## config.mk

```make
export PLATFORM = sky130hd
export DESIGN_NAME = bcd_share_sched
export DESIGN_NICKNAME = d
export VERILOG_FILES = /design/src/rtl/bcd_pkg.sv /design/src/rtl/bcd_conv7.sv /design/src/rtl/bcd_share_sched.sv
export SDC_FILE = /design/constraint.sdc
export NUM_CORES = 1
export LEC_CHECK = 0
export BUFFER_PORTS_ARGS = -buffer_cell sky130_fd_sc_hd__buf_4
export CAP_MARGIN = 40
export CORE_MARGIN = 2
export CORE_UTILIZATION = 45
export DETAILED_ROUTE_END_ITERATION = 8
export GPL_TIMING_DRIVEN = 1
export PLACE_DENSITY = 0.74
export SLEW_MARGIN = 20
export SYNTH_ARGS = -nofsm -noshare
export SYNTH_HDL_FRONTEND = slang
export SYNTH_SLANG_ARGS = --single-unit
```

## constraint.sdc

```tcl
create_clock -name clk -period 5.1 [get_ports clk]
set_input_delay 1.275 -clock clk [delete_from_list [all_inputs] [get_ports clk]]
set_output_delay 1.275 -clock clk [all_outputs]
set_load 0.01 [all_outputs]
```

## src/rtl/bcd_pkg.sv

```systemverilog
// Shared constants and types for the shared binary-to-BCD scheduler.
package bcd_pkg;
   localparam int BIN_W = 7;
   localparam int BCD_W = 9;

   typedef enum logic [1:0] {
      IDLE  = 2'd0,
      CONV  = 2'd1,
      WRITE = 2'd2
   } state_t;

   localparam logic [1:0] DIG_ONES = 2'd0;
   localparam logic [1:0] DIG_TENS = 2'd1;
   localparam logic [1:0] DIG_HUND = 2'd2;
endpackage

```

## src/rtl/bcd_conv7.sv

```systemverilog
// Combinational 7-bit double-dabble converter: {hundreds[0], tens, ones}.
module bcd_conv7
   import bcd_pkg::*;
(
   input  logic [BIN_W-1:0] i_bin,
   output logic [BCD_W-1:0] o_bcd
);
   // {hundreds, tens, ones, binary} shift register, 1+4+4+7 bits
   logic [BCD_W+BIN_W-1:0] w_sh;

   always_comb begin
      w_sh = {{BCD_W{1'b0}}, i_bin};
      for (int k = 0; k < BIN_W; k++) begin
         if (w_sh[10:7] >= 4'd5)  w_sh[10:7]  = w_sh[10:7]  + 4'd3;
         if (w_sh[14:11] >= 4'd5) w_sh[14:11] = w_sh[14:11] + 4'd3;
         w_sh = w_sh << 1;
      end
   end

   assign o_bcd = w_sh[BCD_W+BIN_W-1:BIN_W];
endmodule

```

## src/rtl/bcd_share_sched.sv

```systemverilog
// Round-robin time-sharing of one binary-to-BCD converter across N_REQ
// channels, with per-channel result storage and a multiplexed digit scan.
module bcd_share_sched
   import bcd_pkg::*;
#(
   parameter int N_REQ    = 4,
   parameter int SCAN_DIV = 16
) (
   input  logic                     clk,
   input  logic                     rst,
   input  logic [N_REQ-1:0]         req_valid,
   input  logic [BIN_W*N_REQ-1:0]   req_value,
   output logic [N_REQ-1:0]         req_ready,
   output logic [BCD_W*N_REQ-1:0]   ch_bcd,
   output logic [N_REQ-1:0]         ch_done,
   output logic                     busy,
   output logic [$clog2(N_REQ)-1:0] scan_ch,
   output logic [1:0]               scan_digit,
   output logic [3:0]               scan_nibble,
   output logic                     scan_blank,
   output logic [1:0]               dbg_state
);
   localparam int CH_W  = $clog2(N_REQ);
   localparam int DIV_W = $clog2(SCAN_DIV);

   // Handshake: a channel transfers on the rising edge where req_valid[i]
   // and req_ready[i] are both high; req_ready is one-hot and only in IDLE.

   // First valid channel searching cyclically from last+1; the loop runs
   // backwards so the smallest offset is the one that sticks.
   function automatic logic [CH_W-1:0] rr_pick(input logic [N_REQ-1:0] valid,
                                               input logic [CH_W-1:0]  last);
      logic [CH_W-1:0] pick;
      int              idx;
      pick = last;
      for (int off = N_REQ; off >= 1; off--) begin
         idx = (int'(last) + off) % N_REQ;
         if (valid[idx]) pick = CH_W'(idx);
      end
      return pick;
   endfunction

   state_t                   r_state, w_next;
   logic [CH_W-1:0]          r_last, r_cur, w_grant;
   logic [BIN_W-1:0]         r_hold;
   logic [BCD_W-1:0]         r_res, w_conv, w_slot;
   logic [BCD_W*N_REQ-1:0]   r_ch_bcd;
   logic [N_REQ-1:0]         r_ch_done, w_ready;
   logic                     w_any;
   logic [DIV_W-1:0]         r_div;
   logic [CH_W-1:0]          r_scan_ch;
   logic [1:0]               r_scan_digit;

   assign w_any   = |req_valid;
   assign w_grant = rr_pick(req_valid, r_last);

   bcd_conv7 u_conv (
      .i_bin (r_hold),
      .o_bcd (w_conv)
   );

   always_comb begin
      w_next  = r_state;
      w_ready = '0;
      case (r_state)
         IDLE: begin
            if (w_any) begin
               w_ready[w_grant] = 1'b1;
               w_next           = CONV;
            end
         end
         CONV:    w_next = WRITE;
         WRITE:   w_next = IDLE;
         default: w_next = IDLE;
      endcase
   end

   always_ff @(posedge clk or posedge rst) begin
      if (rst) begin
         r_state   <= IDLE;
         r_last    <= CH_W'(N_REQ - 1);
         r_cur     <= '0;
         r_hold    <= '0;
         r_res     <= '0;
         r_ch_bcd  <= '0;
         r_ch_done <= '0;
      end else begin
         r_state   <= w_next;
         r_ch_done <= '0;
         case (r_state)
            IDLE: begin
               if (w_any) begin
                  r_hold <= req_value[w_grant*BIN_W +: BIN_W];
                  r_cur  <= w_grant;
                  r_last <= w_grant;
               end
            end
            CONV: r_res <= w_conv;
            WRITE: begin
               r_ch_bcd[r_cur*BCD_W +: BCD_W] <= r_res;
               r_ch_done[r_cur]               <= 1'b1;
            end
            default: ;
         endcase
      end
   end

   // Digit scan: ones, tens, hundreds per channel, then next channel.
   always_ff @(posedge clk or posedge rst) begin
      if (rst) begin
         r_div        <= '0;
         r_scan_ch    <= '0;
         r_scan_digit <= DIG_ONES;
      end else if (r_div == DIV_W'(SCAN_DIV - 1)) begin
         r_div <= '0;
         if (r_scan_digit == DIG_HUND) begin
            r_scan_digit <= DIG_ONES;
            r_scan_ch    <= (r_scan_ch == CH_W'(N_REQ - 1)) ? '0 : r_scan_ch + 1'b1;
         end else begin
            r_scan_digit <= r_scan_digit + 1'b1;
         end
      end else begin
         r_div <= r_div + 1'b1;
      end
   end

   assign w_slot = r_ch_bcd[r_scan_ch*BCD_W +: BCD_W];

   always_comb begin
      scan_nibble = 4'd0;
      scan_blank  = 1'b0;
      case (r_scan_digit)
         DIG_ONES: scan_nibble = w_slot[3:0];
         DIG_TENS: begin
            scan_nibble = w_slot[7:4];
            scan_blank  = ~w_slot[8] & (w_slot[7:4] == 4'd0);
         end
         DIG_HUND: begin
            scan_nibble = {3'b000, w_slot[8]};
            scan_blank  = ~w_slot[8];
         end
         default: ;
      endcase
   end

   assign req_ready  = w_ready;
   assign ch_bcd     = r_ch_bcd;
   assign ch_done    = r_ch_done;
   assign busy       = (r_state != IDLE);
   assign scan_ch    = r_scan_ch;
   assign scan_digit = r_scan_digit;
   assign dbg_state  = r_state;
endmodule

```

# After elaboration in Yosys (flattened, before gate mapping)
# Index checks and enable logic that the tools add are counted.
# totals
input_bits,34
ff_bits,70
out_inout_bits,56
elab_cells,123
# classes
multipliers,3
n_eq_ne,7
n_reduce_logical,13
n_lt_le_gt_ge,19
addsub,19
n_shift,4
n_bitwise,6
n_mux,42
# op_table
op,count
$mux 4,10
$bwmux 36,1
$ge 4x3->1 const B,9
$shift 9x34->36 const A,1
$shiftx 36x7->9,1
$shiftx 9x34->36,1
$neg 6->34,1
$shiftx 28x6->7,1
$add 4x2->4 const B,6
$lt 3x4->1 const B,4
$mux 3,5
$mux 2,7
$mul 2x4->6 const B,2
$pmux 4 s3,1
$mux 1,10
$add 3x2->3 const B,3
$add 2x1->2 const B,4
$bmux 1 s2,4
$reduce_or 2->1,4
$eq 2x2->1 const B,3
$lt 2x3->1 const B,2
$mul 2x3->5 const B,1
$add 2x2->2 const B,2
$add 4x1->4 const B,1
other kinds (20),29

# Longest topological paths before layout
# logic_depth
word_depth,16
ltp_mapped,18
mapped_depth_nobuf,17

# By module
# From an unflattened synthesis, not the netlist that was laid out.
# hier_totals
cells_unflattened,380
hier_area_um2,4232.8
# modules_own_cells
module,area_each_um2,cells_each,seq_area_each_um2,n_inst
bcd_share_sched,3494.6,284,1754.2,1
bcd_conv7,738.2,96,0.0,1

# Worst setup path before layout
# Ideal clock, no wire load.
# synth_timing
kind,flip-flop to flip-flop
from,reg r_hold[5]
to,reg r_res[6]
slack_ns,1.215
t_arrival_ns,3.749
path_stages_with_launch,19
required_ns,4.964
period_less_slack_ns,3.885
setup_ns,0.136
path_buffers,1
path_cell_list,dfrtp_1 buf_2 inv_1 ha_1 o21ai_0 xnor2_1 ha_1 nand2b_1 a32oi_4 xnor2_1 ha_1 or2b_1 nand2_1 mux2i_1 or2_1 ha_1 a21oi_1 mux2i_1 o21ai_0
# synth_between
elab_chain_cells,10
word_cells_on_any_way,24
cone_classes,add/sub (8); order compare (8); mux (8)
# synth_rtl
item,line,rtl
from (decl),bcd_share_sched.sv:45,logic [BIN_W-1:0] r_hold;
from (signal assigned),bcd_share_sched.sv:93,r_hold <= req_value[w_grant*BIN_W +: BIN_W];
$add 4x2->4 or $ge 4x3->1 (tied branches),bcd_conv7.sv:14,if (w_sh[10:7] >= 4'd5) w_sh[10:7] = w_sh[10:7] + 4'd3;
$mux 4 (*),bcd_conv7.sv:14,
"$add 4x2->4, or another cell as far along",bcd_conv7.sv:14,
$mux 4 or $mux 3 (tied branches),"bcd_conv7.sv:14, bcd_conv7.sv:15",
"$add 4x2->4, or another cell as far along",bcd_conv7.sv:14,
$mux 4 or $mux 3 (tied branches),"bcd_conv7.sv:14, bcd_conv7.sv:15",
"$add 4x2->4, or another cell as far along",bcd_conv7.sv:14,
$mux 4 or $mux 3 (tied branches),"bcd_conv7.sv:14, bcd_conv7.sv:15",
$add 4x2->4 or $ge 4x3->1 (tied branches),bcd_conv7.sv:15,if (w_sh[14:11] >= 4'd5) w_sh[14:11] = w_sh[14:11] + 4'd3;
$mux 4 (*),bcd_conv7.sv:15,
to (signal assigned),bcd_share_sched.sv:98,CONV: r_res <= w_conv;
to (decl),bcd_share_sched.sv:46,"logic [BCD_W-1:0] r_res, w_conv, w_slot;"
# Mark *: on every way between the ends. The rest lies on a longest branch, timed or not.
# A chain may end at the register's enable or synchronous reset.

# Worst setup path in the final report
# Ends and elaborated chain as after synthesis.

==> impl_results.md <==
- RR Endpoint: r_res[6]$_DFFE_PP0N_
- Vias per inst: approximately 5.7
- Die area: 9260 µm²
- Core region area: slightly above 8000 µm²
- Max H-tree Level: 3
- Gr usage total: 0.207
- Largest stage delay, worst path: around 460 ps
- CP max FO: 9
- DIE HEIGHT: between 90 and 100 µm
- Overflow after GRT: 0
- Post-Synth XOR/XNOR Area: 0.00915
- Slew Viols, Final: 0
- Post-route clock skew: around 14 ps
- # IOs: 90
- Cell type with the largest total area after synthesis: dfrtp_1
- CTS sink cnt: 70
- Avg Synthesized Cell Area: ~11 µm²
- Crit path kind: register to register
- Sequential area share after synthesis: 0.458
- Clock Latency Late Sink: between 300 and 400 ps
- Achievable Freq: approximately 230 MHz
- Max Root-Sink Buffers: 2
- Worst hold start: r_div[0]$_DFF_PP0_
- Leakage: around 2.3 nW
- Tot Pwr: around 3.1 mW
- Final nets: between 400 and 500
- Min-Delay Path Depth: 1
- Period minus WS final: 4330 ps
- Starting Density: 0.466
- CTS Hold Bufs: 0
- Inst Count DP: between 500 and 600
- Power Density: between 600 and 700 nW/µm²
- Clock network fraction of total power: 0.145
- Setup TNS: 0 ps
- Post-route DRC violation count: 0
- Yosys reg bits: 70
- Final ANT Viol Nets: 0
- Critical R2R Launch: r_hold[5]$_DFFE_PP0P_
- Internal: approximately 1.8 mW
- Setup crit start kind: register
- Worst hold path type: register to register
- Row count: 33
- Complex-gate fraction of the synthesized area: 0.185
- Die width: a little under 100 µm
- Most common cell after layout, fill and taps aside: buf_4
- Syn Nets: a little under 400
- Worst reg2reg path depth: 17
- Setup crit end kind: register
- Top-area cell type share of the netlist area: 0.444
- Vias in the first global route: 3,034
- Post-synthesis simple-gate area fraction: 0.117
- Fin. Hold Viols: 0
- Sw frac: 0.430
- Ranking of synthesized cells by area: dfrtp_1, mux4_2, a22o_1
- Post-DP HPWL: roughly 6700 µm
- Routability cong.: 0.872
- Critical Path AT: 4540 ps
- Finish-stage setup viols: 0
- Cell Chain, Critical Path: inv_1 -> ha_1 -> o21ai_0 -> xnor2_1 -> ha_1 -> nand2b_1 -> a32oi_4 -> xnor2_1 -> ha_1 -> or2b_1 -> nand2_1 -> mux2i_1 -> or2_1 -> ha_1 -> a21oi_1 -> mux2i_1 -> o21ai_0
- Kind of cell adding the most delay to the critical path: adder cells
- Final std cells w/o fill: about 550
- Fraction of registers with async set or reset after synthesis: 1.00
- Distinct cells, synth: 52
- Ys flop type: dfrtp_1
- EDFF count, synth: 0
- Routed WL: 8940 µm
- DR iter-0 viols: ~110
- RSZ-0062 raised after global routing: false
- Reg power frac: 0.296
- Initial antenna violation count: 0
- Period utilization: 0.849
- Comb pwr share: 0.558
- Setup Buffers After CTS: 0
- Peak VDD IR: ~270 µV
- Antenna Cells: 0
- Filler cells: between 700 and 800
- Share of cells above drive strength 1: 0.330
- Global-route wire length before repair: ~15,000 µm
- Most frequent cells in the layout: buf_4, dfrtp_1, nand2_1
- Drt wl/cell: ~16 µm
- Worst Max-Slew Pin Slew: approximately 880 ps
- Adder-Cell Fraction of Synth Area: 0.0654
- Pre-antenna DRT Iters: 4
- Reg-to-reg setup timing slack: between 700 and 800 ps
- CTS tree: done
- Via count: 3,102
- Mapped cell area: around 3800 µm²
- Max-cap violations: 0
- CTS buffer count: 9
- Status: finished, final reports clean
- Clk root buf: clkbuf_8
- Relative slew slack: 0.408
- Buf+Inv Stages, Crit Path: 1
- Net Sw Power: between 1 and 1.5 mW
- IO buf count: 89
- Largest family of logic cells by synthesized area: compound AO/OA/AOI/OAI gates
- Crit-path slowest cell: dfrtp_1
- Mapped Cells: between 300 and 400
- Yosys warns: 0
- Post-synthesis mux area share: 0.129
- Most used cell, CP: ha_1
- Worst EP required: ~5300 ps
- Pin count of the biggest net entering global routing: 44
- Post-CTS sizing: 0
- Worst hold endpoint: r_div[0]$_DFF_PP0_
- Area grow syn2layout: 25.8%
- Fin Hold WS: slightly above 500 ps
- Clk pin slew, worst setup/hold paths: 80 ps
through the flow:
step                      area, µm²  setup slack, ps  utilization
after global placement         4600             1040        0.560
after CTS                      4810              770        0.586
after global routing           4810              368        0.586
final                          4810              769        0.586
after detailed placement       4620              794        0.562
after floorplan                3830             1220            -
Yosys cell counts, types with 5 or more instances:
cell,n
nor2_1,13
o21ai_0,24
inv_1,18
nand2_1,42
nand3_1,6
nand2b_1,5
ha_1,20
clkbuf_1,12
mux2i_1,5
a22o_1,32
mux2_2,5
nor4_1,7
mux4_2,16
a21oi_1,16
dfrtp_1,68
worst max path at each step:
stage | startpoint | to | slack, ps | depth (start not counted)
final | r_hold[5]$_DFFE_PP0P_ | r_res[6]$_DFFE_PP0N_ | 770 | 17
after global routing | r_hold[5]$_DFFE_PP0P_ | r_res[6]$_DFFE_PP0N_ | 370 | 17
after CTS | r_hold[5]$_DFFE_PP0P_ | r_res[6]$_DFFE_PP0N_ | 770 | 17
after detailed placement | r_hold[5]$_DFFE_PP0P_ | r_res[6]$_DFFE_PP0N_ | 790 | 17
after global placement | r_hold[5]$_DFFE_PP0P_ | r_res[6]$_DFFE_PP0N_ | 1040 | 17
after floorplan | r_hold[5]$_DFFE_PP0P_ | r_res[6]$_DFFE_PP0N_ | 1220 | 18
routing by layer:
layer / part of all wire / up-vias / track usage
met3: 0.063 / 9 / 0.0548
li1: - / 1455 / -
met1: 0.44 / 1531 / 0.271
met4: 0.011 / 0 / 0.0536
met2: 0.49 / 107 / 0.341
met5: 0 / - / 0
power groups by stage:
stage / Combinational [mW] / Clock (mW) / Sequential [mW]
after global routing: 1.94 / 0.490 / 0.950
after detailed placement: 1.74 / 0 / 0.930
final: 1.74 / 0.453 / 0.924
after floorplan: 1.29 / 0 / 0.901
after global placement: 1.68 / 0 / 0.924
after CTS: 1.75 / 0.461 / 0.919
state kept, by name, summed over array words and instances, names as in the netlist, 4 cells and up:
register and flops:
ch_bcd 36, ch_done 4, r_div 4, r_hold 7
r_res 9
layout make-up:
class / instances / area [µm²] / share of cell area
multi-input combinational: 240 / 1940 / 0.404
sequential: 70 / 1750 / 0.364
timing repair buffer: 96 / 718 / 0.149
tap: 105 / 131 / 0.0273
clock buffer: 10 / 128 / 0.0265
clock inverter: 6 / 71.3 / 0.0148
inverter: 18 / 67.6 / 0.0140
logic make-up after synthesis:
kind of cell             count (synthesis)
AO/OA/AOI/OAI                           97
XOR/XNOR                                 4
adder cells (fa/ha/maj)                 20
buffers and inverters                   33
flip-flops                              70
multiplexers                            28
AND/OR/NAND/NOR                         91
(Power assumes the default switching activity.)
